===== src/rtl/masked_share_decoder.sv =====
`default_nettype none
// ============================================================================
// Module      : masked_share_decoder
// Description : Two-stage decoder for 2-share Boolean-masked sum/carry words.
//               Stage 1 registers each share separately (glitch barrier);
//               stage 2 XOR-recombines the registered shares into plaintext.
//               Valid/ready on both sides, one word per cycle, two-word
//               buffering under backpressure, and a completed-output counter.
// Revision    : 1.0 - initial release
// ============================================================================
module masked_share_decoder #(
    parameter int WIDTH = 8,
    parameter int CNT_W = 16
) (
    input  logic             clk,
    input  logic             rst,
    input  logic             in_valid,
    output logic             in_ready,
    input  logic [WIDTH-1:0] in_s0,
    input  logic [WIDTH-1:0] in_s1,
    input  logic             in_c0,
    input  logic             in_c1,
    output logic             out_valid,
    input  logic             out_ready,
    output logic [WIDTH-1:0] out_sum,
    output logic             out_carry,
    output logic [CNT_W-1:0] out_count
);

    // Stage 1: one register per share, nothing combined before this point
    logic [WIDTH-1:0] r_s0;
    logic [WIDTH-1:0] r_s1;
    logic             r_c0;
    logic             r_c1;
    logic             r_v1;

    // Stage 2: recombined plaintext
    logic [WIDTH-1:0] r_sum;
    logic             r_carry;
    logic             r_v2;

    logic [CNT_W-1:0] r_count;

    logic             w_adv2;
    logic             w_accept;
    logic             w_pop;

    // Stage 2 can take a word if it is empty or being drained this cycle;
    // in_ready deliberately ignores in_valid to avoid a combinational loop.
    always_comb begin
        w_adv2   = r_v1 && (!r_v2 || out_ready);
        in_ready = !r_v1 || w_adv2;
        w_accept = in_valid && in_ready;
        w_pop    = r_v2 && out_ready;
    end

    // Stage 1 share barrier: shares load only on an accepted handshake
    always_ff @(posedge clk) begin
        if (rst) begin
            r_s0 <= '0;
            r_s1 <= '0;
            r_c0 <= 1'b0;
            r_c1 <= 1'b0;
            r_v1 <= 1'b0;
        end else if (w_accept) begin
            r_s0 <= in_s0;
            r_s1 <= in_s1;
            r_c0 <= in_c0;
            r_c1 <= in_c1;
            r_v1 <= 1'b1;
        end else if (w_adv2) begin
            r_v1 <= 1'b0;
        end
    end

    // Stage 2 recombination: the only place the two shares meet
    always_ff @(posedge clk) begin
        if (rst) begin
            r_sum   <= '0;
            r_carry <= 1'b0;
            r_v2    <= 1'b0;
        end else if (w_adv2) begin
            r_sum   <= r_s0 ^ r_s1;
            r_carry <= r_c0 ^ r_c1;
            r_v2    <= 1'b1;
        end else if (out_ready) begin
            r_v2    <= 1'b0;
        end
    end

    // Completed-output counter, wraps naturally at 2^CNT_W
    always_ff @(posedge clk) begin
        if (rst) begin
            r_count <= '0;
        end else if (w_pop) begin
            r_count <= r_count + CNT_W'(1);
        end
    end

    assign out_valid = r_v2;
    assign out_sum   = r_sum;
    assign out_carry = r_carry;
    assign out_count = r_count;

endmodule
`default_nettype wire


===== config.mk =====
export PLATFORM = sky130hd
export DESIGN_NAME = masked_share_decoder
export DESIGN_NICKNAME = d
export VERILOG_FILES = /design/src/rtl/masked_share_decoder.sv
export SDC_FILE = /design/constraint.sdc
export NUM_CORES = 1
export LEC_CHECK = 0
export CAP_MARGIN = 20
export CORE_ASPECT_RATIO = 1.25
export CORE_MARGIN = 2
export CORE_UTILIZATION = 35
export DETAILED_ROUTE_END_ITERATION = 10
export GPL_TIMING_DRIVEN = 0
export SLEW_MARGIN = 20
export SYNTH_ARGS = -nofsm -noshare
export SYNTH_HDL_FRONTEND = slang
export SYNTH_SLANG_ARGS = --single-unit

===== constraint.sdc =====
create_clock -name clk -period 1.4 [get_ports clk]
set_input_delay 0.14 -clock clk [delete_from_list [all_inputs] [get_ports clk]]
set_output_delay 0.14 -clock clk [all_outputs]
set_load 0.01 [all_outputs]

==> reports/results.ini, run 1 <==
[cts]
clock_sinks=45
numCtsBuffers=5
cts.htree.levels=2
clk_latency_ns=0.30
clkSlewWorstSetupHoldPaths_ns=0.09
cts_root_buffer=clkbuf_8
cts_buffer_depth=2
cts_tree=yes

[global_route]
grt_max_degree=15
overflow=0
grt_usage_pct=16.1
grt_pass1_wl_mm=7.13
grt_pass1_vias=1574
grt_antenna_before_repair=0

[critical_path]
cp.arrival_ns=1.73
r2r_end=out_count[11]$_SDFFE_PP0P_
timing.rr.start=out_count[6]$_SDFFE_PP0P_
path_class=flop to flop
critPathMaxFanout=4
worstPathRequired_ns=1.63
endpoint_kind=flop
reg2regPathDepth=4
ff2ff_setup_slack_ns=-0.1
setup.worst_path.start_class=flop

[timing]
finalCritPeriodShare_pct=107
final-setup-viol-count=2
finalMaxSlewViolations=0
worst_slack_ns=-0.0975
finalCriticalPeriod_ns=1.50
rsz0062_at_grt=yes
timing.fmax_mhz=668
max_slew_margin_pct=66.3
worst_pin_slew_ns=0.506
skew_ns=0.00853
hold_violations=0

[synthesis]
yosysSeqAreaShare_pct=49.7
ys_seq_elements=45
syn_avg_cell_area_um2=8.56
synth_nets=235
ys_top_cells_by_area=dfxtp_1, nand2_1, xnor2_1
syn_area_um2=1810
synth.mux.area_fraction_pct=1.86
synth-async-reset-ratio_pct=0
ys.flop_type=dfxtp_1
ys.warnings.count=0
synth_top_area_share_pct=49.7
syn_inst=212
synth_compound_area_share_pct=11.0
synth-edff-count=0
synth-adder-area-share_pct=0.690
yosys.area.top_type=dfxtp_1
synth_xor_area_share_pct=9.17
synth.most_common_cell=dfxtp_1
synth_top_family_by_area=simple AND/OR/NAND/NOR gates
yosysUniqueCellTypes=27
synthTopCellsByCount=dfxtp_1, nand2_1, nor2_1
synth-simple-area-share_pct=23.9

[detailed_routing]
drt-total-wl_mm=4.32
first_pass_iters=4
ant_nets=0
vias_per_cell=4.88
drt-initial-drc-count=50
route.detailed.drc=0
wl_per_cell_um=12.6
vias=1673

[floorplan]
die_x_um=68.4
die_h_um=84.5
pin_count=49
rows=29
core_um2=5040
dieArea_um2=5780
start_util_pct=36.0

[power]
p_leak_nw=1.09
powerDensity_nw_per_um2=890
ir_worst_vdd_uv=741
total_power_w=0.00245

[placed_design]
place_inst=322
place.gp.congestion=0.724
port-buffer-count=48
placed_cell_area_um2=2420
dp_hpwl_mm=2.83

[min_path]
min_to=out_count[1]$_SDFFE_PP0P_
hp-class=primary input to flop
whs_path_depth=3
worstHoldStart=out_ready

[final_layout]
fill_cells=498
final_area_um2=2750
syn2layout_area_growth_pct=51.8
final_nets=303
drive_gt1_share_pct=22.1
diodes=0
fin_cells=343

[run_status]
violations=setup timing
status=complete, but fails checks

[flow_run]
drv_cap=0

cell families after synthesis:
| group | count (synthesis) |
|---|---|
| muxes | 3 |
| and+or+nand+nor | 97 |
| DFF | 45 |
| adders and majority gates | 1 |
| xor gates and xnor gates | 19 |
| AOI/OAI and AO/OA | 34 |
| buffers and inverters | 13 |
worst max-delay path: stages, from the launching register on:
cell	delay, ns
dfxtp_4	0.38
nand4_4	0.14
or2_1	0.27
or4b_4	0.53
a21oi_2	0.12
cell usage in the layout (no fill, tap or decap), types with 2 or more instances in the layout:
cell              n
a211oi_1          8
a21oi_1          21
buf_4            13
buf_6             5
clkbuf_1          3
clkbuf_8          5
clkdlybuf4s50_1  39
clkinv_2          2
dfxtp_1          31
dfxtp_2           4
dfxtp_4          10
dlygate4sd2_1     3
dlymetal6s2s_1    6
inv_1             4
mux2_2            2
nand2_1          42
nand3_1           6
nand4_1           2
nor2_1           25
nor2b_1           3
nor3_2            3
nor4_1            2
nor4_4            2
xnor2_1          17
xor2_1            2
layout make-up:
type	instances	area, um2	area share (%)
multi-input combinational	154	970	35.2
sequential	45	943	34.3
timing repair buffer	62	598	21.7
tap	62	77.6	2.82
clock buffer	5	68.8	2.50
buffer	8	63.8	2.32
clock inverter	3	17.5	0.636
inverter	4	15.0	0.545
layer usage:
layer / share of wire (%) / track usage [%] / up-vias / wire length, um
met4: 1.2 / 4.36 / 0 / 51
met3: 5.4 / 4.42 / 9 / 233
met5: 0 / 0 / - / 0
met1: 44 / 20.5 / 764 / 1890
li1: - / - / 848 / -
met2: 50 / 26.1 / 52 / 2150
flip-flops by register name (all words and copies together) (netlist names):
name and flops:
r_s0 8, r_s1 8, r_c1 1, out_carry 1, r_c0 1, out_sum 8
r_v1 1, out_valid 1, out_count 16
worst max-delay path by stage:
stage,startpoint,endpoint,slack [ns],depth (start not counted)
after global routing,out_count[6]$_SDFFE_PP0P_,out_count[11]$_SDFFE_PP0P_,-0.13,4
after floorplan,out_count[0]$_SDFFE_PP0P_,out_count[14]$_SDFFE_PP0P_,-0.02,4
final,out_count[6]$_SDFFE_PP0P_,out_count[11]$_SDFFE_PP0P_,-0.1,4
after global placement,out_ready,r_s0[0]$_SDFFE_PP0P_,-0.58,6
after CTS,out_count[6]$_SDFFE_PP0P_,out_count[11]$_SDFFE_PP0P_,-0.07,4
after detailed placement,out_ready,r_s0[6]$_SDFFE_PP0P_,-0.60,6
stage by stage:
step	setup WS, ns	hold WS (ns)	util, %	TNS [ns]
4_1_cts	-0.0737	0.352	51.6	-0.135
5_1_grt	-0.129	0.366	54.6	-0.440
2_1_floorplan	-0.0198	0.273	-	-0.0291
6_report	-0.0975	0.347	54.6	-0.104
3_5_place_dp	-0.597	0.460	47.9	-16.16
3_3_place_gp	-0.579	0.455	47.9	-15.30
what timing repair did:
item	CTS	global route
gates cloned	0	1
endpoints found under the setup margin	32	30
hold buffers	0	0
gates resized for setup	19	30
buffers inserted	7	6
pin swaps	5	8
power breakdown:
part	total (W)	internal (W)	switching, W	leakage, nW
Sequential	0.00135	0.00132	0.0000377	0.378
Combinational	0.000297	0.000166	0.000131	0.671
Clock	0.000803	0.000345	0.000457	0.0439
Total	0.00245	0.00183	0.000626	1.09
(Power assumes the default switching activity.)
==> run 2, diff against run 1 <==
--- a/config.mk
+++ b/config.mk
@@ -5,12 +5,13 @@
 export SDC_FILE = /design/constraint.sdc
 export NUM_CORES = 1
 export LEC_CHECK = 0
-export CAP_MARGIN = 20
+export CAP_MARGIN = 0
 export CORE_ASPECT_RATIO = 1.25
 export CORE_MARGIN = 2
 export CORE_UTILIZATION = 35
 export DETAILED_ROUTE_END_ITERATION = 10
 export GPL_TIMING_DRIVEN = 0
+export SETUP_SLACK_MARGIN = 0.4
 export SLEW_MARGIN = 20
 export SYNTH_ARGS = -nofsm -noshare
 export SYNTH_HDL_FRONTEND = slang
==> reports/results.ini, run 2 (synthesis gave the netlist of run 1 again) <==
[run_status]
status=complete, but fails checks  ; unchanged
violations=setup timing  ; unchanged

[floorplan]
dieArea_um2=5780  ; unchanged
rows=29  ; unchanged
core_um2=5040  ; unchanged
die_x_um=68.4  ; unchanged
die_h_um=84.5  ; unchanged
pin_count=49  ; unchanged
start_util_pct=36.0  ; unchanged

[timing]
hold_ws_ns=0.384  ; was 0.347 ns
max_slew_margin_pct=74.6  ; was 66.3%
worst_slack_ns=-0.0418  ; was -0.0975 ns
skew_ns=0.00652  ; was 0.00853 ns
final-setup-viol-count=3  ; was 2
hold_violations=0  ; unchanged
rsz0062_at_grt=yes  ; unchanged
finalCritPeriodShare_pct=103  ; was 107%
finalCriticalPeriod_ns=1.44  ; was 1.50 ns
timing.fmax_mhz=694  ; was 668 MHz
finalMaxSlewViolations=0  ; unchanged
worst_pin_slew_ns=0.375  ; was 0.506 ns

[final_layout]
final_nets=343  ; was 303
diodes=0  ; unchanged
largest_reg_flops=16  ; unchanged
final_common_cell=buf_6  ; was nand2_1
final_area_um2=3550  ; was 2750 um2
layout_common_cells=buf_6, buf_4, nand2_1, a21oi_2, clkdlybuf4s50_1  ; was nand2_1, clkdlybuf4s50_1, dfxtp_1, nor2_1, a21oi_1
drive_gt1_share_pct=62.9  ; was 22.1%
utilization_pct=70.5  ; was 54.6%
syn2layout_area_growth_pct=95.9  ; was 51.8%

[placed_design]
dp_hpwl_mm=2.92  ; was 2.83 mm
port-buffer-count=48  ; unchanged
place.gp.congestion=0.703  ; was 0.724
placed_cell_area_um2=2590  ; was 2420 um2

[cts]
postCtsHoldBufs=0  ; unchanged
cts_buffer_depth=2  ; unchanged
cts_root_buffer=clkbuf_8  ; unchanged
numCtsBuffers=5  ; unchanged
clock_sinks=45  ; unchanged
cts_tree=yes  ; unchanged
clkSlewWorstSetupHoldPaths_ns=0.08  ; was 0.09 ns
clk_latency_ns=0.29  ; was 0.30 ns
cts.htree.levels=2  ; unchanged

[critical_path]
worstPathRequired_ns=1.61  ; was 1.63 ns
setup.worst_path.start_class=flop  ; unchanged
cp.arrival_ns=1.66  ; was 1.73 ns
endpoint_kind=flop  ; unchanged
ff2ff_setup_slack_ns=-0.04  ; was -0.1 ns
critPathMaxFanout=7  ; was 4
path_class=flop to flop  ; unchanged

[detailed_routing]
route.detailed.drc=0  ; unchanged
drt-total-wl_mm=5.67  ; was 4.32 mm
ant_nets=0  ; unchanged
vias=1874  ; was 1673
drt-initial-drc-count=87  ; was 50
first_pass_iters=4  ; unchanged
wl_per_cell_um=14.8  ; was 12.6 um
vias_per_cell=4.89  ; was 4.88

[global_route]
overflow=0  ; unchanged
grt_pass1_wl_mm=8.65  ; was 7.13 mm
grt_pass1_vias=1867  ; was 1574
grt_max_degree=15  ; unchanged
grt_antenna_before_repair=0  ; unchanged
grt_usage_pct=19.5  ; was 16.1%

[min_path]
hp-class=primary input to flop  ; unchanged

[power]
total_power_w=0.00271  ; was 0.00245 W
p_leak_nw=1.48  ; was 1.09 nW
ir_worst_vdd_uv=422  ; was 741 uV
powerDensity_nw_per_um2=763  ; was 890 nW/um2

[flow_run]
drv_cap=0  ; unchanged

## run 2: changes by cell type in the layout (fill, tap and decap cells not counted), moves of 9 or more
cell             before  now
dfxtp_1              31   18
nand2_2               1   11
buf_6                 5   47
clkdlybuf4s50_1      39   20
a21oi_1              21    2
nand2_1              42   23
a21oi_2               1   20
buf_4                13   23
nand2_4               0    9
nor2_1               25   15
dfxtp_2               4   15
nor2_4                1   11
buf_2                 1   11
## run 2: path summary, 6_finish.rpt
path	startpoint	to	cells past startpoint
hold / removal	out_ready	out_count[1]$_SDFFE_PP0P_	3
setup / recovery	out_count[1]$_SDFFE_PP0P_	out_count[6]$_SDFFE_PP0P_	5
hold reg to reg	r_s0[3]$_SDFFE_PP0P_	r_s0[3]$_SDFFE_PP0P_	2
setup reg to reg	out_count[1]$_SDFFE_PP0P_	out_count[6]$_SDFFE_PP0P_	5
## run 2: report_power, final
part / switching (W) / total [W] / internal (W)
clock: 0.000435 / 0.000893 / 0.000458
combinational: 0.000215 / 0.000463 / 0.000248
sequential: 0.0000415 / 0.00136 / 0.00132
total: 0.000691 / 0.00271 / 0.00202
## run 2: what timing repair did
action                                  4_1_cts  5_1_grt
pin swaps                                    20       23
resized for setup                           220       44
endpoints found under the setup margin       71       68
buffers inserted                             34       16
endpoints found under the hold margin         0        0
cloned                                        3        0
## run 2: metrics by stage
step,TNS [ns],instances,setup WS [ns]
6_report,-0.109,383,-0.0418
5_1_grt,-0.352,383,-0.0927
4_1_cts,-0.0271,367,-0.0138
3_5_place_dp,-13.80,322,-0.468
3_3_place_gp,-13.93,322,-0.493
2_1_floorplan,-0.000623,212,-0.000623
## run 2: area by class of cell
| class | instances | area, um2 |
|---|---|---|
| buffer | 9 | 98.8 |
| tap | 62 | 77.6 |
| inverter | 4 | 15.0 |
| multi-input combinational | 154 | 1310 |
| clock inverter | 1 | 5.00 |
| fill | 412 | 1490 |
| clock buffer | 7 | 97.6 |
| sequential | 45 | 965 |
| timing repair buffer | 101 | 987 |
## run 2: per-layer routing
metal	global-route usage, %	vias up	part of all wire, %
met5	0	-	0
met4	6.00	0	1.2
met3	3.75	8	4.1
met2	34.7	45	55
met1	22.7	897	39
li1	-	924	-
## run 2: critical path: stages (launching register included)
cell and delay, ns:
dfxtp_4 0.40, ha_4 0.14, nand4_1 0.09, buf_6 0.18, or3_1 0.39, a21oi_2 0.17
==> run 3, diff against run 2 <==
==> constraint.sdc (replaced) <==
create_clock -name clk -period 1.55 [get_ports clk]
set_input_delay 0.155 -clock clk [delete_from_list [all_inputs] [get_ports clk]]
set_output_delay 0.155 -clock clk [all_outputs]
set_load 0.01 [all_outputs]
==> reports/results.ini, run 3 (synthesis gave the netlist of run 1 again) <==
[run_status]
status=complete, no violations  ; was complete, but fails checks

[critical_path]
setup.worst_path.start_class=flop  ; unchanged
cp.arrival_ns=1.70  ; was 1.66 ns
cpPeakStageDelay_ns=0.52  ; was 0.40 ns
critical_path_buf_inv_count=0  ; was 1
path_class=flop to flop  ; unchanged
path_delay_family=simple AND/OR/NAND/NOR gates  ; unchanged
worstPathRequired_ns=1.78  ; was 1.61 ns
critPathMaxFanout=3  ; was 7
cp_slowest_cell=or4b_4  ; was dfxtp_4
endpoint_kind=flop  ; unchanged
path_cells=nand4_4 > or2_4 > or4b_4 > a21oi_2  ; was ha_4 > nand4_1 > buf_6 > or3_1 > a21oi_2

[cts]
clk_latency_ns=0.30  ; was 0.29 ns
clock_sinks=45  ; unchanged
cts_tree=yes  ; unchanged
cts_root_buffer=clkbuf_8  ; unchanged
numCtsBuffers=5  ; unchanged
clkSlewWorstSetupHoldPaths_ns=0.08  ; about the same
cts.htree.levels=2  ; unchanged
postCtsHoldBufs=0  ; unchanged
cts_buffer_depth=2  ; unchanged

[timing]
finalMaxSlewViolations=0  ; unchanged
final-setup-viol-count=0  ; was 3
hold_ws_ns=0.390  ; was 0.384 ns
max_slew_margin_pct=78.8  ; was 74.6%
worst_pin_slew_ns=0.317  ; was 0.375 ns
rsz0062_at_grt=yes  ; unchanged
timing.fmax_mhz=680  ; was 694 MHz
hold_violations=0  ; unchanged
finalCriticalPeriod_ns=1.47  ; was 1.44 ns
skew_ns=0.00609  ; was 0.00652 ns
finalCritPeriodShare_pct=94.9  ; was 103%
worst_slack_ns=0.0791  ; was -0.0418 ns

[floorplan]
pin_count=49  ; unchanged
die_h_um=84.5  ; unchanged
die_x_um=68.4  ; unchanged
rows=29  ; unchanged
start_util_pct=36.0  ; unchanged
dieArea_um2=5780  ; unchanged
core_um2=5040  ; unchanged

[detailed_routing]
vias_per_cell=4.88  ; was 4.89
first_pass_iters=4  ; unchanged
drt-total-wl_mm=4.91  ; was 5.67 mm
route.detailed.drc=0  ; unchanged
wl_per_cell_um=13.7  ; was 14.8 um
drt-initial-drc-count=55  ; was 87
ant_nets=0  ; unchanged
vias=1752  ; was 1874

[flow_run]
drv_cap=0  ; unchanged

[global_route]
grt_antenna_before_repair=0  ; unchanged
grt_pass1_wl_mm=7.73  ; was 8.65 mm
grt_max_degree=15  ; unchanged
overflow=0  ; unchanged
grt_usage_pct=17.5  ; was 19.5%
grt_pass1_vias=1678  ; was 1867

[final_layout]
multiInputGateArea_um2=1250  ; was 1310 um2
diodes=0  ; unchanged
drive_gt1_share_pct=46.1  ; was 62.9%
largest_reg_flops=16  ; unchanged
syn2layout_area_growth_pct=78.6  ; was 95.9%
final_nets=319  ; was 343
fill_cells=445  ; was 412
final_common_cell=dfxtp_1  ; was buf_6
final_area_um2=3240  ; was 3550 um2
seqCellArea_um2=952  ; was 965 um2
layout_common_cells=dfxtp_1, nand2_1, nor2_1, clkdlybuf4s50_1, dlygate4sd2_1  ; was buf_6, buf_4, nand2_1, a21oi_2, clkdlybuf4s50_1
utilization_pct=64.2  ; was 70.5%

[placed_design]
preCtsSetupSlack_ns=-0.332  ; was -0.468 ns
place.gp.congestion=0.723  ; was 0.703
dp_hpwl_mm=2.88  ; was 2.92 mm
port-buffer-count=48  ; unchanged
placed_cell_area_um2=2500  ; was 2590 um2

[min_path]
hp-class=primary input to flop  ; unchanged

[power]
ir_worst_vdd_uv=481  ; was 422 uV
powerDensity_nw_per_um2=759  ; was 763 nW/um2
p_leak_nw=1.33  ; was 1.48 nW

==> run 3: cell types whose count changed in the layout (fill, tap and decap cells not counted), sizes merged <==
cell	before	now
dlygate4sd2	1	20
clkinv	1	0
clkdlybuf4s15	1	3
clkinvlp	0	1
buf	85	38
clkbuf	10	12
==> run 3: report_power, final <==
| group | switching, W | total [W] | internal [W] |
|---|---|---|---|
| clock | 0.000402 | 0.000861 | 0.000459 |
| sequential | 0.0000347 | 0.00122 | 0.00119 |
| combinational | 0.000175 | 0.000378 | 0.000203 |
==> run 3: worst min-delay path, cell delays in order <==
cell and delay [ns]:
dlygate4sd2_1 0.32, nand3_1 0.12, a21oi_1 0.06
==> run 3: cell type report <==
cell class              count  share of cell area (%)
plain buffers               9                    2.78
clock buffers               7                    3.32
clock inverters             1                   0.232
inverters                   4                   0.463
multi-input cells         154                    38.7
flip-flops and latches     45                    29.4
well taps                  62                    2.39
repair buffers             77                    22.7
==> run 3: per-layer routing <==
metal / wire length, um / track usage, % / up-vias
li1: - / - / 882
met1: 1960 / 21.0 / 823
met2: 2690 / 30.5 / 41
met3: 215 / 4.69 / 6
met4: 46 / 3.82 / 0
met5: 0 / 0 / -
==> run 3: stage by stage <==
stage               cells  TNS, ns  power, W
floorplan             212        0   0.00139
global placement      322    -5.90   0.00151
detailed placement    322    -6.47   0.00151
CTS                   348        0   0.00241
global route          359        0   0.00256
finish                359        0   0.00246
==> run 3: timing repair <==
item                       CTS  global route
setup endpoints to repair   69            50
pin swaps                   21            40
gates cloned                 3             0
gates resized for setup     74            79
hold endpoints to repair     0             0
buffers inserted            15            11
==> run 3: final timing paths <==
| path | start | endpoint | slack [ns] | depth (start not counted) |
|---|---|---|---|---|
| worst max-delay path | out_count[6]$_SDFFE_PP0P_ | out_count[11]$_SDFFE_PP0P_ | 0.08 | 4 |
| worst min-delay path | out_ready | out_count[1]$_SDFFE_PP0P_ | 0.39 | 3 |
| worst min register to register | r_s0[2]$_SDFFE_PP0P_ | r_s0[2]$_SDFFE_PP0P_ | 0.47 | 2 |
| worst max register to register | out_count[6]$_SDFFE_PP0P_ | out_count[11]$_SDFFE_PP0P_ | 0.08 | 4 |
